**src/rtl/commit_checker.sv**
```systemverilog
// Lock-step commit comparator: buffers DUT and model commit records in two FIFOs
// and compares them pairwise, reporting matches, mismatches and one-sided stalls.

module commit_fifo #(
    parameter int W     = 8,
    parameter int DEPTH = 8
) (
    input  logic         clk,
    input  logic         rst_n,
    input  logic         clr,
    input  logic         push,
    input  logic         pop,
    input  logic [W-1:0] wdata,
    output logic [W-1:0] rdata,
    output logic         empty,
    output logic         full
);
    localparam int AW = $clog2(DEPTH);

    logic [W-1:0]  mem [DEPTH];
    logic [AW-1:0] wptr;
    logic [AW-1:0] rptr;
    logic [AW:0]   cnt;

    always_ff @(posedge clk) begin
        if (!rst_n || clr) begin
            wptr <= '0;
            rptr <= '0;
            cnt  <= '0;
        end else begin
            if (push) wptr <= wptr + 1'b1;
            if (pop)  rptr <= rptr + 1'b1;
            cnt <= cnt + {{AW{1'b0}}, push} - {{AW{1'b0}}, pop};
        end
    end

    // NOTE: storage is deliberately not reset; occupancy is tracked by cnt, so stale
    // entries are never read, and leaving reset off keeps this a plain RAM.
    always_ff @(posedge clk) begin
        if (push) mem[wptr] <= wdata;
    end

    assign rdata = mem[rptr];
    assign empty = (cnt == '0);
    assign full  = (cnt == (AW+1)'(DEPTH));
endmodule


```
**config.mk**
```make
export PLATFORM = sky130hd
export DESIGN_NAME = commit_fifo
export DESIGN_NICKNAME = d
export VERILOG_FILES = /design/src/rtl/commit_checker.sv
export SDC_FILE = /design/constraint.sdc
export NUM_CORES = 1
export LEC_CHECK = 0
export ABC_AREA = 1
export BUFFER_PORTS_ARGS = -buffer_cell sky130_fd_sc_hd__buf_2
export CAP_MARGIN = 20
export CORE_MARGIN = 3
export CORE_UTILIZATION = 60
export CTS_CLUSTER_DIAMETER = 50
export CTS_CLUSTER_SIZE = 28
export DETAILED_ROUTE_END_ITERATION = 10
export PLACE_DENSITY_LB_ADDON = 0.2
export SYNTH_ARGS = -nofsm -noshare
export SYNTH_HDL_FRONTEND = slang
export SYNTH_SLANG_ARGS = --single-unit
```
**constraint.sdc**
```tcl
create_clock -name clk -period 1.8 [get_ports clk]
set_input_delay 0.09 -clock clk [delete_from_list [all_inputs] [get_ports clk]]
set_output_delay 0.09 -clock clk [all_outputs]
set_load 0.02 [all_outputs]
```
==> results.cfg <==
[worst_setup_path]
regToRegSetupSlack_ps = 200
worstReg2RegEnd = cnt[2]
cp_max_fo = 32
r2r-start = cnt[0]
crit_arrival_ps = 1520
slowest_delay_ps = 360
startpoint_type = flip-flop
crit_type = flip-flop to output pin
path_cells = inv_4, nand2_1, nand3_1, nand2_1, nand2_1, nand2_1, buf_2
slowest_stage = dfxtp_2
required_ps = 1710
r2r_cells = 8
endpoint_kind = output pin
cp_common_cell = nand2_1

[sta]
fin_crit_ps = 1610
worst_pin_slew_ps = 377
max_freq_mhz = 619
slew_headroom = 0.749
drv_slew = 0
rsz0062_at_grt = false
hold_violations = 0
setup-tns-final_ps = 0
finClkSkew_ps = 6.94
period_share = 0.897
setup_viol = 0

[die]
core-area_um2 = 5570
dieArea_um2 = 6780
die_y_um = 82.4
die_x_um = 82.4
initial_core_util = 0.628
rows = 27
io_pins = 23

[synth]
ys_warn_count = 0
synth_flop_cell = edfxtp_1
ys_seq_area_frac = 0.624
syn_area_um2 = 3500
synth_seq_cells = 77
syn_avg_cell_area_um2 = 9.74
synth_fp_nets = 381
synth_cell_types = 22
netlist_instances = 359
synthArstFlopShare = 0
synth-edff-count = 64

[global_route]
grt.busiest_layer = met2
grt_max_degree = 33
track_usage = 0.209
grt_pass1_wl_um = 9920
grt_pass1_vias = 2141
met3_usage = 0.0499
overflow = 0
grt_util_met1 = 0.245
met2_usage = 0.364
grt_antenna_before_repair = 0

[finish]
design_area_um2 = 3910
final_common_cell = nand2_1
area_growth_pct = 11.7
fillers = 422
drive_gt1_frac = 0.153
diodes = 0
layout_common_cells = nand2_1 (104), inv_1 (80), edfxtp_1 (64), nand3_1 (34), buf_2 (22)
fin_nets = 421

[min_path]
min_to = mem[6][6]
hold_path.class = input pin to flip-flop
whs_path_depth = 1
min_from = wdata[6]

[clock_network]
numCtsBuffers = 9
cts.sinks = 77
ctsHtreeMaxLevel = 3
cts-root-buf = clkbuf_8
path_clk_slew_ps = 70
cts.path.max_buffers = 2
cts_tree = done
insertion_delay_ps = 340

[drt]
drcViolationCount = 0
wl_per_cell_um = 13.1
drt_iter0_drc = 121
ant_nets = 0
dr.pass1.iters = 5
num_vias = 2305
viasPerCell = 4.84
routed_wirelength_um = 6220

[power_and_ir_drop]
swShare = 0.229
p_leak_nw = 1.81
ir_worst_vdd_mv = 0.530
clkPwrFrac = 0.318
power_frac_seq = 0.583
power_frac_comb = 0.098
power.density_nw_per_um2 = 869
power.internal_mw = 2.62
p_sw_uw = 778

[placed_design]
portBuffers = 22
place.gp.congestion = 0.781
placed_area_um2 = 3690
hpwl_um = 3970

[run_status]
outcome = finished clean

[flow_run]
maxCapViolCount = 0
-- power by group through the flow --
stage               clock network, mW  registers, mW  logic (mW)
CTS                              1.11           1.98       0.339
global placement                    0           2.02       0.319
global route                     1.19           1.98       0.386
floorplan                           0           2.02       0.237
detailed placement                  0           2.02       0.328
finish                           1.08           1.98       0.334
-- how the worst max path moves through the flow --
stage	start	end	slack, ps	cells after the start
6_report	flip-flop	rdata[1]	190	7
5_1_grt	flip-flop	rdata[1]	30	7
4_1_cts	flip-flop	rdata[1]	110	7
3_5_place_dp	cnt[0]	cnt[2]	200	8
3_3_place_gp	cnt[0]	cnt[2]	250	8
2_1_floorplan	cnt[0]	cnt[2]	290	8
-- critical path: cells and delay by family (launching register included) --
kind	cells	cell delay [ps]
AND/OR/NAND/NOR	5	380
buffers and inverters	2	450
flip-flops	1	360
-- synth_stat cells (3+ instances only) --
master    number  share of area
dfxtp_1       13          0.074
buf_4          3         0.0064
nand3_1       34          0.049
nor2_1        17          0.018
ha_1           8          0.029
nand2_2       10          0.018
buf_6          5          0.016
edfxtp_1      64           0.55
nor3b_1        3         0.0064
nand2_1      104           0.11
inv_1         80          0.086
a21oi_1        5         0.0072
-- area by class of cell --
| type | instances | area, um^2 | share of cell area |
|---|---|---|---|
| Clock buffer | 13 | 149 | 0.0381 |
| Inverter | 82 | 310 | 0.0794 |
| Multi-Input combinational cell | 189 | 902 | 0.231 |
| Sequential cell | 77 | 2180 | 0.559 |
| Clock inverter | 3 | 13.8 | 0.00352 |
| Timing Repair Buffer | 40 | 258 | 0.0660 |
| Tap cell | 72 | 90.1 | 0.0231 |
-- per-stage QoR --
step	hold WS (ps)	instances	total power, mW	util	worst slack [ps]
6_report	24.3	476	3.40	0.701	185
3_3_place_gp	355	455	2.34	0.662	253
5_1_grt	31.1	476	3.56	0.701	32.2
3_5_place_dp	359	455	2.35	0.662	203
2_1_floorplan	189	359	2.25	-	292
4_1_cts	0.639	476	3.43	0.701	108
-- metal layers --
metal  routed length (um)  vias to the layer above
met5                    0                        -
met4                   55                        0
li1                     -                     1189
met2                 3260                       51
met1                 2610                     1060
met3                  298                        5
-- registers in the layout (all words and copies together), names as in the netlist, named ones only --
signal	count
mem	64
cnt	4
wptr	3
rptr	3
-- logic make-up (layout without fill, tap and decap cells) --
family | after synthesis | after routing | share of synthesized area
AND/OR/NAND/NOR | 170 | 170 | 0.206
buffers and inverters | 93 | 138 | 0.118
flip-flops | 77 | 77 | 0.624
adder cells (fa/ha/maj) | 9 | 9 | 0.0343
AO/OA/AOI/OAI | 8 | 8 | 0.0122
XOR/XNOR | 2 | 2 | 0.00501
-- repair_timing --
action | 4_1_cts | 5_1_grt
resized for setup | 0 | 1
setup buffers | 0 | 0
hold endpoints to repair | 33 | 0
hold buffers | 5 | 0
endpoints found under the setup margin | 0 | 2
Power figures use the tool's default switching activity.
